[src/rtl/fp_special_pack_if.sv]
// Valid/ready bus for the FP special-value packer: classified result in, packed word out.
interface fp_special_pack_if #(
    parameter int unsigned EXPO_W = 8,
    parameter int unsigned MANT_W = 23
);
    localparam int unsigned FP_W = 1 + EXPO_W + MANT_W;

    logic              in_valid;
    logic              in_ready;
    logic              in_sign;
    logic [EXPO_W-1:0] in_expo;
    logic [MANT_W-1:0] in_mant;
    logic              in_is_nan;
    logic              in_snan;
    logic              in_is_inf;
    logic              in_is_zero;
    logic              in_ovf;
    logic              in_inexact;
    logic [2:0]        in_rm;
    logic              out_valid;
    logic              out_ready;
    logic [FP_W-1:0]   out_fp;
    logic              out_res_inf;
    logic [2:0]        out_flags;

    // Producer of classified results / consumer of packed words
    modport master (
        output in_valid, in_sign, in_expo, in_mant, in_is_nan, in_snan, in_is_inf,
               in_is_zero, in_ovf, in_inexact, in_rm, out_ready,
        input  in_ready, out_valid, out_fp, out_res_inf, out_flags
    );

    // The packer itself
    modport slave (
        input  in_valid, in_sign, in_expo, in_mant, in_is_nan, in_snan, in_is_inf,
               in_is_zero, in_ovf, in_inexact, in_rm, out_ready,
        output in_ready, out_valid, out_fp, out_res_inf, out_flags
    );
endinterface

[src/rtl/fp_special_pack.sv]
// Packs a classified FP result into {sign, expo, mant}, substituting canonical
// NaN/inf/zero encodings and rounding-mode-dependent overflow saturation.
// Two register stages with full backpressure.
module fp_special_pack #(
    parameter int unsigned SIGN_W = 1,
    parameter int unsigned EXPO_W = 8,
    parameter int unsigned MANT_W = 23
) (
    input logic               clk,
    input logic               rst,
    fp_special_pack_if.slave  bus
);
    localparam int unsigned FP_W = SIGN_W + EXPO_W + MANT_W;

    localparam logic [EXPO_W-1:0] MaxE     = '1;
    localparam logic [EXPO_W-1:0] MaxFinE  = {{(EXPO_W-1){1'b1}}, 1'b0};
    localparam logic [MANT_W-1:0] QnanMant = {1'b1, {(MANT_W-1){1'b0}}};

    // One-hot result class chosen in stage 1
    typedef enum logic [4:0] {
        CaseFin  = 5'b00001,
        CaseOvf  = 5'b00010,
        CaseZero = 5'b00100,
        CaseInf  = 5'b01000,
        CaseNan  = 5'b10000
    } case_e;

    // Stage 1 state
    logic              r_s1_valid;
    logic              r_s1_sign;
    case_e             r_s1_sel;
    logic [2:0]        r_s1_rm;
    logic              r_s1_inexact;
    logic              r_s1_snan;
    logic [EXPO_W-1:0] r_s1_expo;
    logic [MANT_W-1:0] r_s1_mant;

    // Stage 2 (output) state
    logic              r_s2_valid;
    logic [FP_W-1:0]   r_s2_fp;
    logic              r_s2_res_inf;
    logic [2:0]        r_s2_flags;

    logic              w_s2_free;
    logic              w_s1_load;
    case_e             w_sel;
    logic              w_sign;
    logic [EXPO_W-1:0] w_expo;
    logic [MANT_W-1:0] w_mant;
    logic              w_ovf_inf;
    logic              w_nv;
    logic              w_of;
    logic              w_nx;
    logic [FP_W-1:0]   w_fp;
    logic              w_res_inf;

    assign w_s2_free    = !r_s2_valid || bus.out_ready;
    assign bus.in_ready = !r_s1_valid || w_s2_free;
    assign w_s1_load    = bus.in_valid && bus.in_ready;

    // Classify by priority nan > inf > zero > ovf > finite; a finite result with
    // an all-ones exponent cannot be represented and is treated as overflow.
    always_comb begin
        w_sel = CaseFin;
        if (bus.in_is_nan) begin
            w_sel = CaseNan;
        end else if (bus.in_is_inf) begin
            w_sel = CaseInf;
        end else if (bus.in_is_zero) begin
            w_sel = CaseZero;
        end else if (bus.in_ovf || (&bus.in_expo)) begin
            w_sel = CaseOvf;
        end
    end

    // Stage 1 valid: set on accept, cleared when the beat moves to stage 2
    always_ff @(posedge clk) begin
        if (rst) begin
            r_s1_valid <= 1'b0;
        end else if (w_s1_load) begin
            r_s1_valid <= 1'b1;
        end else if (w_s2_free) begin
            r_s1_valid <= 1'b0;
        end
    end

    // Stage 1 payload capture
    always_ff @(posedge clk) begin
        if (rst) begin
            r_s1_sign    <= 1'b0;
            r_s1_sel     <= CaseFin;
            r_s1_rm      <= 3'd0;
            r_s1_inexact <= 1'b0;
            r_s1_snan    <= 1'b0;
            r_s1_expo    <= '0;
            r_s1_mant    <= '0;
        end else if (w_s1_load) begin
            r_s1_sign    <= bus.in_sign;
            r_s1_sel     <= w_sel;
            r_s1_rm      <= bus.in_rm;
            r_s1_inexact <= bus.in_inexact;
            r_s1_snan    <= bus.in_snan;
            r_s1_expo    <= bus.in_expo;
            r_s1_mant    <= bus.in_mant;
        end
    end

    // Overflow direction: 1 = saturate to infinity, 0 = to max finite.
    // Reserved rounding modes fall into the RNE default.
    always_comb begin
        w_ovf_inf = 1'b1;
        unique case (r_s1_rm)
            3'd1:    w_ovf_inf = 1'b0;        // RTZ
            3'd2:    w_ovf_inf = r_s1_sign;   // RDN: only negative goes to -inf
            3'd3:    w_ovf_inf = !r_s1_sign;  // RUP: only positive goes to +inf
            default: w_ovf_inf = 1'b1;        // RNE, RMM, reserved
        endcase
    end

    // Stage 2 encoding and exception flags
    always_comb begin
        w_sign = r_s1_sign;
        w_expo = r_s1_expo;
        w_mant = r_s1_mant;
        w_nv   = 1'b0;
        w_of   = 1'b0;
        w_nx   = 1'b0;
        unique case (r_s1_sel)
            CaseNan: begin
                w_sign = 1'b0;
                w_expo = MaxE;
                w_mant = QnanMant;
                w_nv   = r_s1_snan;
            end
            CaseInf: begin
                w_expo = MaxE;
                w_mant = '0;
            end
            CaseZero: begin
                w_expo = '0;
                w_mant = '0;
                w_nx   = r_s1_inexact;
            end
            CaseOvf: begin
                w_of = 1'b1;
                w_nx = 1'b1;
                if (w_ovf_inf) begin
                    w_expo = MaxE;
                    w_mant = '0;
                end else begin
                    w_expo = MaxFinE;
                    w_mant = '1;
                end
            end
            default: begin
                w_nx = r_s1_inexact;
            end
        endcase
    end

    assign w_fp      = {w_sign, w_expo, w_mant};
    assign w_res_inf = (&w_expo) && (w_mant == '0);

    // Stage 2 register: advances only when the output slot is free
    always_ff @(posedge clk) begin
        if (rst) begin
            r_s2_valid   <= 1'b0;
            r_s2_fp      <= '0;
            r_s2_res_inf <= 1'b0;
            r_s2_flags   <= 3'b000;
        end else if (w_s2_free) begin
            r_s2_valid <= r_s1_valid;
            if (r_s1_valid) begin
                r_s2_fp      <= w_fp;
                r_s2_res_inf <= w_res_inf;
                r_s2_flags   <= {w_nv, w_of, w_nx};
            end
        end
    end

    assign bus.out_valid   = r_s2_valid;
    assign bus.out_fp      = r_s2_fp;
    assign bus.out_res_inf = r_s2_res_inf;
    assign bus.out_flags   = r_s2_flags;
endmodule
[src/flat_wrapper.sv]
// flat-port wrapper written by rule: the top's interface ports become plain ports
module fp_special_pack_flat 
#(
    parameter int unsigned SIGN_W = 1,
    parameter int unsigned EXPO_W = 8,
    parameter int unsigned MANT_W = 23
)
  (clk, rst, bus_in_valid, bus_in_sign, bus_in_expo, bus_in_mant, bus_in_is_nan, bus_in_snan, bus_in_is_inf, bus_in_is_zero, bus_in_ovf, bus_in_inexact, bus_in_rm, bus_out_ready, bus_in_ready, bus_out_valid, bus_out_fp, bus_out_res_inf, bus_out_flags);
  fp_special_pack_if #(.EXPO_W(EXPO_W), .MANT_W(MANT_W)) bus_i ();
  input logic clk;
  input logic rst;
  input wire logic [$bits(bus_i.in_valid)-1:0] bus_in_valid;
  input wire logic [$bits(bus_i.in_sign)-1:0] bus_in_sign;
  input wire logic [$bits(bus_i.in_expo)-1:0] bus_in_expo;
  input wire logic [$bits(bus_i.in_mant)-1:0] bus_in_mant;
  input wire logic [$bits(bus_i.in_is_nan)-1:0] bus_in_is_nan;
  input wire logic [$bits(bus_i.in_snan)-1:0] bus_in_snan;
  input wire logic [$bits(bus_i.in_is_inf)-1:0] bus_in_is_inf;
  input wire logic [$bits(bus_i.in_is_zero)-1:0] bus_in_is_zero;
  input wire logic [$bits(bus_i.in_ovf)-1:0] bus_in_ovf;
  input wire logic [$bits(bus_i.in_inexact)-1:0] bus_in_inexact;
  input wire logic [$bits(bus_i.in_rm)-1:0] bus_in_rm;
  input wire logic [$bits(bus_i.out_ready)-1:0] bus_out_ready;
  output wire logic [$bits(bus_i.in_ready)-1:0] bus_in_ready;
  output wire logic [$bits(bus_i.out_valid)-1:0] bus_out_valid;
  output wire logic [$bits(bus_i.out_fp)-1:0] bus_out_fp;
  output wire logic [$bits(bus_i.out_res_inf)-1:0] bus_out_res_inf;
  output wire logic [$bits(bus_i.out_flags)-1:0] bus_out_flags;
  assign bus_i.in_valid = bus_in_valid;
  assign bus_i.in_sign = bus_in_sign;
  assign bus_i.in_expo = bus_in_expo;
  assign bus_i.in_mant = bus_in_mant;
  assign bus_i.in_is_nan = bus_in_is_nan;
  assign bus_i.in_snan = bus_in_snan;
  assign bus_i.in_is_inf = bus_in_is_inf;
  assign bus_i.in_is_zero = bus_in_is_zero;
  assign bus_i.in_ovf = bus_in_ovf;
  assign bus_i.in_inexact = bus_in_inexact;
  assign bus_i.in_rm = bus_in_rm;
  assign bus_i.out_ready = bus_out_ready;
  assign bus_in_ready = bus_i.in_ready;
  assign bus_out_valid = bus_i.out_valid;
  assign bus_out_fp = bus_i.out_fp;
  assign bus_out_res_inf = bus_i.out_res_inf;
  assign bus_out_flags = bus_i.out_flags;
  fp_special_pack #(.SIGN_W(SIGN_W), .EXPO_W(EXPO_W), .MANT_W(MANT_W)) u_core (.clk(clk), .rst(rst), .bus(bus_i));
endmodule
[config.mk]
export PLATFORM = sky130hd
export DESIGN_NAME = fp_special_pack_flat
export DESIGN_NICKNAME = d
export VERILOG_FILES = /design/src/rtl/fp_special_pack_if.sv /design/src/rtl/fp_special_pack.sv /design/src/flat_wrapper.sv
export SDC_FILE = /design/constraint.sdc
export NUM_CORES = 1
export LEC_CHECK = 0
export ABC_CLOCK_PERIOD_IN_PS = 3790
export CORE_MARGIN = 8
export CORE_UTILIZATION = 50
export DETAILED_ROUTE_END_ITERATION = 10
export GPL_TIMING_DRIVEN = 1
export PLACE_DENSITY = 0.93
export SLEW_MARGIN = 20
export SYNTH_ARGS = -nofsm -noshare
export SYNTH_HDL_FRONTEND = slang
export SYNTH_SLANG_ARGS = --single-unit
[constraint.sdc]
create_clock -name clk -period 3.79 [get_ports clk]
set_input_delay 0.379 -clock clk [delete_from_list [all_inputs] [get_ports clk]]
set_output_delay 0.379 -clock clk [all_outputs]
set_load 0.005 [all_outputs]
==> metrics.md <==
| Metric | Value |
|---|---|
| Status | finished, final reports clean |
| Initial core utilization | 0.5049 |
| Critical Path Source | u_core.r_s1_sel[4] |
| Site row count | 29 |
| Critical-path maximum fanout | 24 |
| Via Count | 2991 |
| CP Capture Type | register |
| Clk_lat worst skew | 0.35 ns |
| Synth top area cells | dfxtp_1 51%, a21oi_1 11%, nand2_1 10%, nor2_1 4.8%, nor3_1 4.8% |
| Ys flop type | dfxtp_1 |
| Crit path buf inv count | 1 |
| Share of cells above drive strength 1 | 0.04915 |
| Syn_area_per_cell | 7.892 um^2 |
| CTS resizes | 0 |
| Post-CTS setup buffers | 0 |
| RR Startpoint | u_core.r_s1_sel[4] |
| Pleak | 1.555 nW |
| Largest net degree at the start of global routing | 46 |
| Drt wl/cell | 15.00 um |
| Detailed Route Iter0 Violations | 185 |
| Hold Crit Class | register to register |
| Crit path time final | 2.171 ns |
| Layout overhead on the synthesized area | 32.07% |
| Vias per cell | 5.488 |
| Fill cells | 477 |
| Syn Std Cell Area | 0.003133 mm^2 |
| IO buf count | 82 |
| Post-placement cell count | 529 |
| Worst Max-Slew Pin Slew | 0.9588 ns |
| Worst path required time | 4.01 ns |
| Cell Chain, Critical Path | inv_2, or4_1, a21o_1, a221oi_2, a211oi_1 |
| RR Endpoint | u_core.bus.out_fp[23] |
| Core area | 0.006205 mm^2 |
| Initial antenna violation count | 0 |
| Residual DRC | 0 |
| H-Tree Depth | 3 |
| Power Dens Cells | 427.1 mW/mm^2 |
| Maximum vdd drop | 0.3091 mV |
| Die Y | 95.16 um |
| Rel. slew slack | 0.3592 |
| Die width | 95.16 um |
| Layout Cells excl Fill | 545 |
| Clk_skew | 0.007654 ns |
| Crit-path max cell delay | 0.54 ns |
| Reg2reg path depth | 5 |
| Fmax | 0.4606 GHz |
| Vias in the first global route | 2864 |
| Final worst path period share | 0.5729 |
| CTS Buf Count | 9 |
| NumNets Final | 508 |
| Total Routed Length | 8175 um |
| Setup_tns | 0 ns |
| CP arrival | 2.39 ns |
| TritonCTS clock tree | yes |
| Synth Warn # | 0 |
| Yosys cell types | 41 |
| Register bit total from synthesis | 80 |
| Global-route usage over all layers | 0.1817 |
| CTS clk-pin slew, worst paths | 0.08 ns |
| Final Hold Viols | 0 |
| Crit path max-delay family | compound AO/OA/AOI/OAI gates |
| Slowest-stage cell, CP | or4_1 |
| RSZ-0062 raised after global routing | false |
| Cells after Synth | 397 |
| DIE AREA | 0.009055 mm^2 |
| Detailed Routing Iterations Pass 1 | 4 |
| First-pass GRT wire length | 13080 um |
| Startpoint Class | register |
| Worst Hold Launch | u_core.r_s1_rm[1] |
| Antenna Cells | 0 |
| CTS Root Cell | clkbuf_8 |
| Max-Cap Viols | 0 |
| Syn nets | 442 |
| R2R setup slack | 1.62 ns |
| Sink Count | 80 |
| Sequential element share of the synthesized area | 0.5112 |
| Final setup viols | 0 |
| Global route overflow | 0 |
| Io pins | 83 |
| Ys async rst share | 0 |
| Slew Viols, Final | 0 |
| Placed wire-length estimate | 5822 um |
| GP Congestion | 0.8109 |
| Leading area contributor after synthesis | dfxtp_1 |
| Worst setup path endpoint | u_core.bus.out_fp[23] |
| Synth top area share | 0.5112 |
| Post-route antenna net violation count | 0 |
| Clock buffer depth | 2 |
| Post-synth EDFFs | 0 |
| Critical path type | register to register |
| WP depth | 5 |
| Cts hold-fix bufs | 0 |
-- cells in the final DEF, fill, tap and decap left out, types with 3 or more instances in the layout --
master,n
a211oi_1,7
nor4_1,7
clkbuf_8,9
nand2_1,85
nand3_1,3
nand4_1,3
dfxtp_1,80
clkdlybuf4s50_1,81
o21ai_0,4
nand3b_1,6
nor3_1,30
a21oi_1,68
buf_4,4
clkinv_2,3
nor2_1,40
inv_1,3
-- sequential cells by signal (all words and copies together), names as in the netlist --
register and cells:
u_core.bus.out_fp 32, u_core.r_s1_mant 23, u_core.r_s1_expo 8, u_core.r_s1_sel 5
u_core.bus.out_flags 3, u_core.r_s1_rm 3, u_core.bus.out_res_inf 1, u_core.bus.out_valid 1
u_core.r_s1_inexact 1, u_core.r_s1_sign 1, u_core.r_s1_snan 1, u_core.r_s1_valid 1
-- through the flow --
step / power (mW) / utilization / setup slack (ns) / instance area, um^2 / hold slack [ns]
detailed placement: 1.187 / 0.6366 / 1.410 / 3950 / 0.4458
CTS: 1.774 / 0.6669 / 1.634 / 4138 / 0.4551
global route: 1.840 / 0.6669 / 1.470 / 4138 / 0.4809
floorplan: 1.061 / - / 2.081 / 3133 / 0.4318
finish: 1.767 / 0.6669 / 1.619 / 4138 / 0.4576
global placement: 1.178 / 0.6366 / 1.498 / 3950 / 0.4425
-- worst min path at each step --
stage                       endpoint  depth (start not counted)
5_1_grt            u_core.r_s1_rm[1]                          2
2_1_floorplan      u_core.r_s1_rm[1]                          2
3_3_place_gp   u_core.bus.out_fp[30]                          2
4_1_cts            u_core.r_s1_rm[1]                          2
3_5_place_dp       u_core.r_s1_rm[1]                          2
6_report           u_core.r_s1_rm[1]                          2
-- area by class of cell --
cell class	count	area, um^2	share of cell area
clock buffers	10	127.6	0.03084
multi-input cells	282	1391	0.3363
flip-flops and latches	80	1602	0.3871
well taps	77	96.34	0.02328
inverters	4	15.01	0.003629
clock inverters	6	60.06	0.01451
repair buffers	86	845.8	0.2044
-- synth_stat cells (3+ instances only) --
cell type / n
nand2_1: 85
dfxtp_1: 80
a21oi_1: 68
nor2_1: 40
nor3_1: 30
clkbuf_1: 25
a211oi_1: 7
nor4_1: 7
nand3b_1: 6
buf_2: 4
o21ai_0: 4
inv_1: 3
nand3_1: 3
nand4_1: 3
-- where the power goes --
group	switching [mW]	internal, mW	leakage (nW)	total, mW
Combinational	0.117	0.129	0.805	0.245
Sequential	0.0355	0.889	0.658	0.925
Clock	0.296	0.301	0.0920	0.597
Total	0.449	1.32	1.56	1.77
-- tightest hold or removal path, cell delays in order (launching register included) --
cell	delay (ns)
dfxtp_1	0.31
nand2_1	0.05
a21oi_1	0.05
-- layer usage --
layer | track usage | wire [um] | vias up
li1 | - | - | 1493
met1 | 0.1991 | 3142 | 1402
met2 | 0.3245 | 4279 | 83
met3 | 0.03701 | 595 | 13
met4 | 0.09233 | 158 | 0
met5 | 0 | 0 | -
-- cells by family after synthesis --
group                  after synthesis  share of synthesized area
AND/OR/NAND/NOR                    185                     0.2612
AO/OA/AOI/OAI                       93                     0.1713
flip-flops                          80                     0.5112
buffers and inverters               35                    0.04473
XOR/XNOR                             3                   0.008388
multiplexers                         1                   0.003195
Power figures use the tool's default switching activity.
